## src/rtl/pfu_pkg.sv

```systemverilog
// Shared constants, state encoding and point/word addressing helpers for the
// point fetch unit.
package pfu_pkg;
   localparam int N                = 16;
   localparam int BUS_SIZE         = 32;
   localparam int CORE_NUMBER      = 4;
   localparam int DISTANCE_MODULES = 2;
   localparam int ADDR_W           = 16;
   localparam int PPW              = BUS_SIZE / N;
   localparam int IDX_W            = 2 * N;
   localparam int FEED_WORDS       = DISTANCE_MODULES / PPW;

   typedef enum logic [2:0] {
      IDLE, CORE_RD, CORE_DONE, FEED_RD, FEED_OUT
   } pfu_state_e;

   function automatic logic [IDX_W-1:0] word_of(input logic [IDX_W-1:0] i);
      return i / IDX_W'(PPW);
   endfunction

   function automatic logic [IDX_W-1:0] lane_of(input logic [IDX_W-1:0] i);
      return i % IDX_W'(PPW);
   endfunction

   function automatic logic [IDX_W-1:0] last_word(input logic [IDX_W-1:0] size);
      return (size + IDX_W'(PPW - 1)) / IDX_W'(PPW) - IDX_W'(1);
   endfunction

   function automatic logic [IDX_W-1:0] core_words(input logic [IDX_W-1:0] i0);
      return word_of(i0 + IDX_W'(CORE_NUMBER - 1)) - word_of(i0) + IDX_W'(1);
   endfunction
endpackage

```

## src/rtl/point_lane_unpack.sv

```systemverilog
// Maps the lanes of one BRAM word onto cache slots: slot s holds point base+s;
// points at or beyond size read as zero.
module point_lane_unpack import pfu_pkg::*; #(
   parameter int SLOTS = 4
) (
   input  logic [BUS_SIZE-1:0] word,
   input  logic [IDX_W-1:0]    word_idx,
   input  logic [IDX_W-1:0]    base,
   input  logic [IDX_W-1:0]    size,
   output logic [SLOTS*N-1:0]  vals,
   output logic [SLOTS-1:0]    we
);
   logic [IDX_W-1:0] p;

   always_comb begin
      vals = '0;
      we   = '0;
      p    = '0;
      for (int s = 0; s < SLOTS; s++) begin
         p = base + IDX_W'(s);
         if (word_of(p) == word_idx) begin
            we[s] = 1'b1;
            for (int l = 0; l < PPW; l++) begin
               if (lane_of(p) == IDX_W'(l) && p < size) vals[s*N +: N] = word[l*N +: N];
            end
         end
      end
   end
endmodule

```

## src/rtl/point_fetch_unit.sv

```systemverilog
// Fetches packed points from x/y/z BRAMs into the core cache (on request) or
// streams them batch by batch into the feeder cache with wrap-around.
module point_fetch_unit import pfu_pkg::*; (
   input  logic                          clock,
   input  logic                          reset,
   input  logic [IDX_W-1:0]              point_cloud_size,
   input  logic                          start,
   input  logic                          update_cache,
   input  logic [IDX_W-1:0]              point_pos,
   input  logic                          controller_done,
   output logic [ADDR_W-1:0]             bram_addr,
   output logic                          bram_en,
   input  logic [BUS_SIZE-1:0]           rdata_x,
   input  logic [BUS_SIZE-1:0]           rdata_y,
   input  logic [BUS_SIZE-1:0]           rdata_z,
   output logic [N*CORE_NUMBER-1:0]      cache_x,
   output logic [N*CORE_NUMBER-1:0]      cache_y,
   output logic [N*CORE_NUMBER-1:0]      cache_z,
   output logic [N*DISTANCE_MODULES-1:0] cache_feeder_x,
   output logic [N*DISTANCE_MODULES-1:0] cache_feeder_y,
   output logic [N*DISTANCE_MODULES-1:0] cache_feeder_z,
   output logic                          cache_updated,
   output logic                          pause,
   output logic                          busy,
   output pfu_state_e                    fsm_state
);
   pfu_state_e state, next_state;

   logic [IDX_W-1:0]  i0, core_iss, first_idx, rword_idx, feed_base;
   logic [ADDR_W-1:0] fptr, rword, beat_k, iss_left, lw;
   logic              rvalid, last_beat, enter_core, enter_feed;

   logic [BUS_SIZE-1:0]           rdata    [3];
   logic [N*CORE_NUMBER-1:0]      core_q   [3];
   logic [N*CORE_NUMBER-1:0]      core_val [3];
   logic [CORE_NUMBER-1:0]        core_we  [3];
   logic [N*DISTANCE_MODULES-1:0] feed_q   [3];
   logic [N*DISTANCE_MODULES-1:0] feed_val [3];
   logic [DISTANCE_MODULES-1:0]   feed_we  [3];

   assign rdata[0]   = rdata_x;
   assign rdata[1]   = rdata_y;
   assign rdata[2]   = rdata_z;
   assign first_idx  = point_pos - IDX_W'(1);
   assign lw         = ADDR_W'(last_word(point_cloud_size));
   assign rword_idx  = IDX_W'(rword);
   // Slot 0 of the batch corresponds to the first lane of the batch's first word.
   assign feed_base  = (rword_idx - IDX_W'(beat_k)) * IDX_W'(PPW);
   // Issues are back to back, so the first beat without a following issue is the last.
   assign last_beat  = rvalid && !bram_en;
   assign enter_core = (next_state == CORE_RD) && (state != CORE_RD);
   assign enter_feed = (next_state == FEED_RD) && (state != FEED_RD);

   for (genvar c = 0; c < 3; c++) begin : g_axis
      point_lane_unpack #(.SLOTS(CORE_NUMBER)) u_core (
         .word(rdata[c]), .word_idx(rword_idx), .base(i0), .size(point_cloud_size),
         .vals(core_val[c]), .we(core_we[c])
      );
      point_lane_unpack #(.SLOTS(DISTANCE_MODULES)) u_feed (
         .word(rdata[c]), .word_idx(rword_idx), .base(feed_base), .size(point_cloud_size),
         .vals(feed_val[c]), .we(feed_we[c])
      );
   end

   always_ff @(posedge clock or negedge reset) begin
      if (!reset) state <= IDLE;
      else        state <= next_state;
   end

   always_comb begin
      next_state = state;
      if (controller_done) begin
         next_state = IDLE;
      end else begin
         case (state)
            IDLE:      if (start) next_state = update_cache ? CORE_RD : FEED_RD;
            CORE_RD:   if (last_beat) next_state = CORE_DONE;
            CORE_DONE: next_state = FEED_RD;
            FEED_RD:   if (last_beat) next_state = FEED_OUT;
            FEED_OUT:  next_state = update_cache ? CORE_RD : FEED_RD;
            default:   next_state = IDLE;
         endcase
      end
   end

   always_comb begin
      busy          = (state != IDLE);
      cache_updated = (state == CORE_DONE);
      pause         = (state != FEED_OUT);
      fsm_state     = state;
   end

   always_ff @(posedge clock or negedge reset) begin
      if (!reset) begin
         bram_addr <= '0;
         bram_en   <= 1'b0;
         rvalid    <= 1'b0;
         rword     <= '0;
         fptr      <= '0;
         beat_k    <= '0;
         iss_left  <= '0;
         i0        <= '0;
         core_iss  <= '0;
         for (int c = 0; c < 3; c++) begin
            core_q[c] <= '0;
            feed_q[c] <= '0;
         end
      end else begin
         rvalid  <= bram_en;
         rword   <= bram_addr;
         bram_en <= 1'b0;
         if (state == IDLE && start) fptr <= '0;
         if (enter_core) begin
            i0       <= first_idx;
            core_iss <= word_of(first_idx);
            iss_left <= ADDR_W'(core_words(first_idx));
            for (int c = 0; c < 3; c++) core_q[c] <= '0;
         end else if (enter_feed) begin
            iss_left <= ADDR_W'(FEED_WORDS);
            beat_k   <= '0;
            for (int c = 0; c < 3; c++) feed_q[c] <= '0;
         end else if (iss_left != '0 && !controller_done &&
                      (state == CORE_RD || state == FEED_RD)) begin
            bram_en  <= 1'b1;
            iss_left <= iss_left - 1'b1;
            if (state == CORE_RD) begin
               bram_addr <= core_iss[ADDR_W-1:0];
               core_iss  <= core_iss + 1'b1;
            end else begin
               bram_addr <= fptr;
               fptr      <= (fptr == lw) ? '0 : fptr + 1'b1;
            end
         end
         if (rvalid && state == CORE_RD) begin
            for (int c = 0; c < 3; c++)
               for (int s = 0; s < CORE_NUMBER; s++)
                  if (core_we[c][s]) core_q[c][s*N +: N] <= core_val[c][s*N +: N];
         end
         if (rvalid && state == FEED_RD) begin
            beat_k <= beat_k + 1'b1;
            for (int c = 0; c < 3; c++)
               for (int s = 0; s < DISTANCE_MODULES; s++)
                  if (feed_we[c][s]) feed_q[c][s*N +: N] <= feed_val[c][s*N +: N];
         end
      end
   end

   assign cache_x        = core_q[0];
   assign cache_y        = core_q[1];
   assign cache_z        = core_q[2];
   assign cache_feeder_x = feed_q[0];
   assign cache_feeder_y = feed_q[1];
   assign cache_feeder_z = feed_q[2];
endmodule

```

## config.mk

```make
export PLATFORM = sky130hd
export DESIGN_NAME = point_fetch_unit
export DESIGN_NICKNAME = d
export VERILOG_FILES = /design/src/rtl/pfu_pkg.sv /design/src/rtl/point_lane_unpack.sv /design/src/rtl/point_fetch_unit.sv
export SDC_FILE = /design/constraint.sdc
export NUM_CORES = 1
export LEC_CHECK = 0
export CORE_MARGIN = 2
export CORE_UTILIZATION = 35
export DETAILED_ROUTE_END_ITERATION = 10
export SETUP_SLACK_MARGIN = 0.4
export SLEW_MARGIN = 20
export SYNTH_ARGS = -nofsm -noshare
export SYNTH_HDL_FRONTEND = slang
export SYNTH_SLANG_ARGS = --single-unit
```

## constraint.sdc

```tcl
create_clock -name clock -period 6.4 [get_ports clock]
set_input_delay 1.28 -clock clock [delete_from_list [all_inputs] [get_ports clock]]
set_output_delay 1.28 -clock clock [all_outputs]
set_load 0.05 [all_outputs]
```

==> summary by stage, run 1 <==
Synth
Counting flops with an async set or reset pin after synthesis yields a share of 100.0%. The top flip-flop cell by instance count after synthesis is dfrtp_1. When the netlist entered floorplanning its net count stood at 3537. The number of instances in the synthesized netlist is 3160. The Yosys step of the flow raised 0 warnings. The area of the mapped netlist is 28880 um2.

After synthesis, the mean cell area works out to 9.140 um2. After synthesis, flip-flops and latches occupy 36.47% of the total area. Counting flops with a built-in enable in the synthesized netlist gives 0.

The total of flip-flops plus latches after synthesis is 421. The count of cell types in the netlist is 85.

Pwr
The maximum ir drop on the vdd rail is 313.6 uV. Power comes to 0.01060 W. Dividing total power by cell area gives a power density of 290.9 nW/um2. The leakage power is 15.34 nW.

Clock network
The TritonCTS clock tree is done. Clock-pin slew was measured on the worst setup and hold paths at 0.06 ns. The root buffer cell chosen for the clock tree is clkbuf_16. Gates resized during post-CTS repair numbered 0. For this design, the CTS-stage hold fixing added 0 buffers. The later pin in the worst-skew pair is clocked with a latency of 0.61 ns. In this run the number of H-tree levels came out at 2.

The total clock buffers created by CTS is 50. The number of setup buffers added after CTS is 0. The total number of clock tree sinks is 421.

Counting along the longest clock path gives a buffer depth of 3.

Run status
The run finished with clean final reports.

Setup path
The worst setup path is of the register to register kind. The data arrival time at the worst-slack endpoint is 5.94 ns. The maximum fanout count along the critical path is 48. The worst setup path is launched from a register.

The slowest stage cell on the critical path is or4_4. Counting both buffers and inverters, the worst setup path holds a total of 1. STA classifies the critical path endpoint as a register. The stage delay of the slowest cell on the critical path is 0.89 ns. Traced cell by cell, the critical path runs through ha_1, nand3_1, nor4_2, buf_4, or4b_2, nand2_1, ha_1, a21o_1, a21o_1, a21oi_1, nor2b_1, o21ai_0, a21boi_0, or4_4, o2bb2ai_1. Among cell families on the critical path, the largest total delay comes from simple AND/OR/NAND/NOR gates. The required arrival time at the worst endpoint is 6.92 ns.

Timing
In the finished design, the share of the clock period the worst path needs comes to 84.81%. The peak clock frequency supported by timing is 184.2 MHz. At the pin with the least slew margin, the transition time is 1.194 ns.

After layout, the minimum clock period comes to 5.428 ns. After routing, the total negative slack on setup checks comes to 0 ns. The setup skew after layout is 0.02043 ns. The number of failing setup endpoints in the final timing report is 0. Setup repair after global routing left no endpoint under its margin.

In this run the tightest slew margin relative to its limit is 20.14%. The hold violation count in the final report is 0. The max-slew violation count is 0.

Global route
The maximum number of pins on one net before global-route repair is 153. The number of antenna violations at the first check in global routing was 21. The via count of the first global-routing pass is 25540. Summed over all layers, the global routing overflow is 0. The all-layer global routing usage is 25.28%. The wire length of the first global-routing pass is 164900 um.

Cells and area
The net total in the final layout is 3910. Cells with a size suffix above 1 make up 5.932% of the layout. The most common library cell in the layout ignoring fill and taps is nand2_1. The top cell types in the final layout, fill and taps aside, are nand2_1, clkdlybuf4s50_1, dfrtp_1. The growth of design area from synthesis to finish is 26.19%.

Floorplanning
After floorplanning, the core was divided into 105 placement rows. The starting density of the core is 35.29%. The region available for standard cell placement spans 81850 um2. The x dimension of the die is 291.3 um. The die is 291.3 um tall. 476 I/O pins were placed. The die footprint is 84840 um2.

Worst hold path
The worst min-delay path class is register to register.

Routing
The remaining antenna violation count is 0. Dividing the detail-routed via count by the number of cells gives 5.522. The final layout contains routed wiring with a total length of 109500 um. After detailed routing, the average wire length per cell comes to 23.51 um.

The DRC violation count after routing is 0. The starting DRC count in detailed routing is 2051. The number of iterations in the first detailed-routing pass is 5. The routed via count is 25720.

Place
The number of I/O port buffers is 475. Detailed placement finished with a half-perimeter wire length of 81730 um. At the end of routability-driven placement, the weighted congestion stood at 0.9789.

Run
Max-cap violations in this run came to 0.
## routing by layer
layer	wire length, um	share of wire [%]	vias to the layer above	track usage [%]
met2	50460	46	850	40.63
li1	-	-	12150	-
met5	68	0.062	-	0
met1	47010	43	12500	33.23
met3	7442	6.8	218	4.887
met4	4549	4.2	12	10.58
## synthesized netlist by cell type (all sizes together), types with 33 or more instances
master     n  area (um2)
o2bb2ai   96       965.9
nand4     79       494.2
buf       58       337.8
inv       96       360.4
ha       210        2628
xor2      85       744.5
nor3      61       310.3
nor2     136       510.5
nand2    478        1804
a21oi    100       500.5
nand3     84       442.9
o31ai     77       578.1
dfrtp    421       10540
nor4      40       262.8
mux2i    204        2042
clkbuf   148       555.5
a31oi     33       206.5
o21ai    151       755.7
a21o      66       495.5
xnor2    177        1550
## worst register-to-register path, cell delays in order (launching register included)
cell and delay, ns:
dfrtp_1 0.75, ha_1 0.52, nand3_1 0.39, nor4_2 0.25
buf_4 0.24, or4b_2 0.63, nand2_1 0.19, ha_1 0.28
a21o_1 0.16, a21o_1 0.16, a21oi_1 0.15, nor2b_1 0.06
o21ai_0 0.13, a21boi_0 0.16, or4_4 0.89, o2bb2ai_1 0.38
## kinds of logic (layout without fill, tap and decap cells)
group                    after synthesis  in the layout  share of synthesized area [%]
AO/OA/AOI/OAI                        665            665                          16.25
XOR/XNOR                             266            266                          8.265
adder cells (fa/ha/maj)              212            212                          9.235
buffers and inverters                303            717                          4.353
flip-flops                           421            421                          36.47
multiplexers                         209            209                          7.264
other                                  1             15                        0.01298
AND/OR/NAND/NOR                     1083           1083                          18.15
## sequential cells by signal, indices dropped and copies added, names as in the netlist, 3 cells and up
| register | cells |
|---|---|
| i0 | 32 |
| beat_k | 16 |
| cache_z | 64 |
| cache_feeder_z | 32 |
| cache_feeder_y | 32 |
| cache_y | 64 |
| bram_addr | 16 |
| cache_feeder_x | 32 |
| rword | 16 |
| fptr | 16 |
| iss_left | 16 |
| cache_x | 64 |
| core_iss | 16 |
| fsm_state | 3 |
## stage by stage
| stage | std cells | utilization, % | hold slack, ns | cell area (um2) | setup slack (ns) |
|---|---|---|---|---|---|
| floorplan | 3160 | - | 0.4449 | 28880 | 1.365 |
| global placement | 4551 | 42.31 | 0.4233 | 34630 | 0.5460 |
| detailed placement | 4551 | 42.32 | 0.4321 | 34640 | 0.4900 |
| CTS | 4644 | 44.49 | 0.4438 | 36410 | 1.084 |
| global route | 4657 | 44.53 | 0.4540 | 36450 | 0.5723 |
| finish | 4658 | 44.53 | 0.4296 | 36450 | 0.9724 |
## path summary, 6_finish.rpt
| kind | start | end | slack (ns) | cells after the start |
|---|---|---|---|---|
| worst max-delay path | i0[2] | cache_x[31] | 0.97 | 15 |
| worst min-delay path | bram_en | rvalid | 0.43 | 0 |
| worst max register to register | i0[2] | cache_x[31] | 0.97 | 15 |
| worst min register to register | bram_en | rvalid | 0.43 | 0 |
| max in group asynchronous | reset | cache_z[27] | 4.23 | 2 |
| min in group asynchronous | reset | fsm_state[0] | 0.72 | 1 |
## cell type report
cell class,instances,area (um2)
fill,7945,45400
multi-input combinational,2436,17170
sequential,421,10540
timing repair buffer,527,5225
clock buffer,69,1453
tap,1070,1339
inverter,97,364.1
clock inverter,24,326.6
antenna,14,35.03
## where the power goes
part	switching, W	internal, W	leakage (nW)
Sequential	0.000456	0.00285	5.69
Clock	0.00124	0.00184	0.883
Combinational	0.00255	0.00166	8.77
Total	0.00425	0.00635	15.3
(Power assumes the default switching activity.)
==> run 2, diff against run 1 <==
- clock period: 6.4 -> 5.15 ns (I/O delays scaled with it)
==> summary by stage, run 2 (synthesis gave the netlist of run 1 again) <==
Run status
The run finished with clean final reports.

Timing
The post-layout minimum cycle time is 4.660 ns. The max-slew violation count came to 0. Setup repair after global routing could not meet its margin everywhere. For this run, the top clock speed supported by timing is 214.6 MHz.

The number of failing setup endpoints in the final timing report is 0. The headroom to the max-slew limit is 28.02%. Across the routed clock network, the largest skew measured is 0.04009 ns. In the finished design, the share of the clock period the worst path needs comes to 90.48%. The hold violation count in the final report is 0. The measured slew at the worst slew-check pin is 1.080 ns.

Global route
The routing usage on met3 is 5.268%. The via count of the first global-routing pass is 25870. The maximum number of pins on one net before global-route repair is 118.

In the global route stage, met2 resource usage came out at 40.37%. The number of antenna violations at the first check in global routing was 12. The all-layer global routing usage is 25.72%.

The wire length of the first global-routing pass is 167400 um. For this run, global-route usage on met1 was measured as 34.14%. The overflow left after global routing is 0.

The global routing's busiest layer is met2.

Setup path
The worst register-to-register path ends at cache_x[28]. The reg-to-reg critical path startpoint is i0[1]. In this run the worst setup path terminates at cache_x[28].

For the worst setup path, the data required time is 5.63 ns. The capturing element type of the critical path is a register. In this run the worst setup path begins at i0[1]. Measured in cells, the most critical reg-to-reg path has a length of 13. The data arrival time at the worst-slack endpoint is 5.14 ns. The worst register-to-register path has a setup slack of 0.49 ns. The worst setup path is of the register to register kind. The sort of element at the start of the critical path is a register. Along the worst path, the maximum fanout reaches 24.

Cells and area
The area growth from synthesis to layout is 29.87%. The share of cells above drive strength 1 is 9.143%. The library cells used most frequently in the layout, excluding fill and tap cells, are nand2_1, clkdlybuf4s50_1, dfrtp_1. After the last flow step, the layout net total stands at 4017. Leaving out fill and tap cells, the most frequent cell in the layout is nand2_1. The utilization after layout is 45.83%.

After filler insertion, the fill cell instance count of the layout stands at 7955.

Floorplanning
The x dimension of the die is 291.3 um. The floorplan step defined a die boundary enclosing 84840 um2. Once the floorplan was initialized, standard cells occupied 35.29% of the core.

The count of pins on the block boundary is 476. The die height is 291.3 um. The core footprint is 81850 um2. The initialized floorplan defines 105 standard-cell rows.

Pwr
The total power is 0.01370 W. The leakage power is 15.93 nW. The worst-case IR drop observed on VDD is 280.0 uV. The power density of the placed cells is 365.2 nW/um2.

Clock network
Counting along the longest clock path gives a buffer depth of 3. Buffers inserted during clock tree synthesis total 50. The maximum level of the CTS H-tree is 2. The clock transition at the registers of the reported paths is 0.06 ns. TritonCTS built the clock tree.

For the worst-skew pair, the clock arrives at the later sink with an insertion delay of 0.63 ns. The clock drives 421 sinks. The tree is rooted in a clkbuf_16.

Routing
After detailed routing, the total wire length is 114300 um. The routed via count is 26310. The detailed-route vias per instance is 5.536. In this run the remaining antenna-violating nets after routing total 0. The average routed wire per standard cell is 24.05 um. For this run, design rule violations remaining after detail routing come to 0. The detailed router finished its first iteration with 2031 violations. The number of iterations in the first detailed-routing pass is 5.

Place
At the end of routability-driven placement, the weighted congestion stood at 0.9655. The number of I/O port buffers is 475. Once detailed placement completed, the half-perimeter wirelength came to 84540 um.

Run
The max-cap violation count is 0.

Worst hold path
The worst min-delay path class is input pin to asynchronous set/reset pin.
run 2: cell types whose count changed in the layout (fill, tap and decap cells not counted), sizes merged, moves of 4 or more:
cell / before / now
diode: 14 / 8
buf: 53 / 155
clkinv: 14 / 10
clkbuf: 69 / 73
run 2: worst min path at each step:
stage                     cells after the start     endpoint  startpoint  slack [ns]
after detailed placement                      0       rvalid     bram_en        0.43
after global routing                          0       rvalid     bram_en        0.45
after CTS                                     0       rvalid     bram_en        0.45
after floorplan                               1    beat_k[6]   beat_k[6]        0.44
after global placement                        0       rvalid     bram_en        0.43
final                                         1  cache_x[46]       reset        0.44
run 2: worst max-delay path, stage by stage, from the launching register on:
cell and delay [ns]:
dfrtp_1 0.36, ha_1 0.39, nand4_1 0.32, or2_1 0.52
nor4_1 0.37, xor2_1 0.17, ha_1 0.33, nand4_1 0.12
nor2_1 0.20, and3_1 0.24, nand3_1 0.08, a21oi_1 0.54
or4_4 0.69, o2bb2ai_1 0.16
run 2: through the flow:
stage / std cells / hold slack [ns] / TNS, ns / setup slack, ns / area, um2
after floorplan: 3160 / 0.4449 / 0 / 0.4688 / 28890
after global placement: 4644 / 0.4328 / -1.055 / -0.2791 / 35430
after detailed placement: 4644 / 0.4321 / -1.297 / -0.3379 / 35430
after CTS: 4731 / 0.4461 / 0 / 0.3817 / 37140
after global routing: 4753 / 0.4548 / 0 / 0.3398 / 37510
final: 4753 / 0.4407 / 0 / 0.4902 / 37510
run 2: area by class of cell:
cell class | count | area [um2] | share of cell area [%]
Antenna cell | 8 | 20.02 | 0.05337
Clock buffer | 70 | 1426 | 3.802
Clock inverter | 17 | 272.8 | 0.7271
Inverter | 97 | 364.1 | 0.9706
Multi-Input combinational cell | 2438 | 17350 | 46.24
Sequential cell | 421 | 10550 | 28.11
Tap cell | 1070 | 1339 | 3.569
Timing Repair Buffer | 632 | 6198 | 16.52
run 2: report_power, final:
part	leakage (nW)	total [W]	switching [W]	internal, W
combinational	9.41	0.00596	0.00358	0.00238
sequential	5.68	0.00402	0.000469	0.00355
clock	0.838	0.00372	0.00153	0.00219
run 2: what timing repair did:
item / 4_1_cts / 5_1_grt
pin swaps: 0 / 10
gates resized for setup: 2 / 49
setup buffers: 0 / 7
hold buffers: 0 / 0
endpoints found under the setup margin: 7 / 198
cloned: 0 / 7
run 2: metal layers:
| metal | vias to the layer above | part of all wire, % |
|---|---|---|
| met3 | 239 | 6.9 |
| met1 | 12770 | 43 |
| li1 | 12390 | - |
| met5 | - | 0.042 |
| met4 | 8 | 5.0 |
| met2 | 908 | 45 |
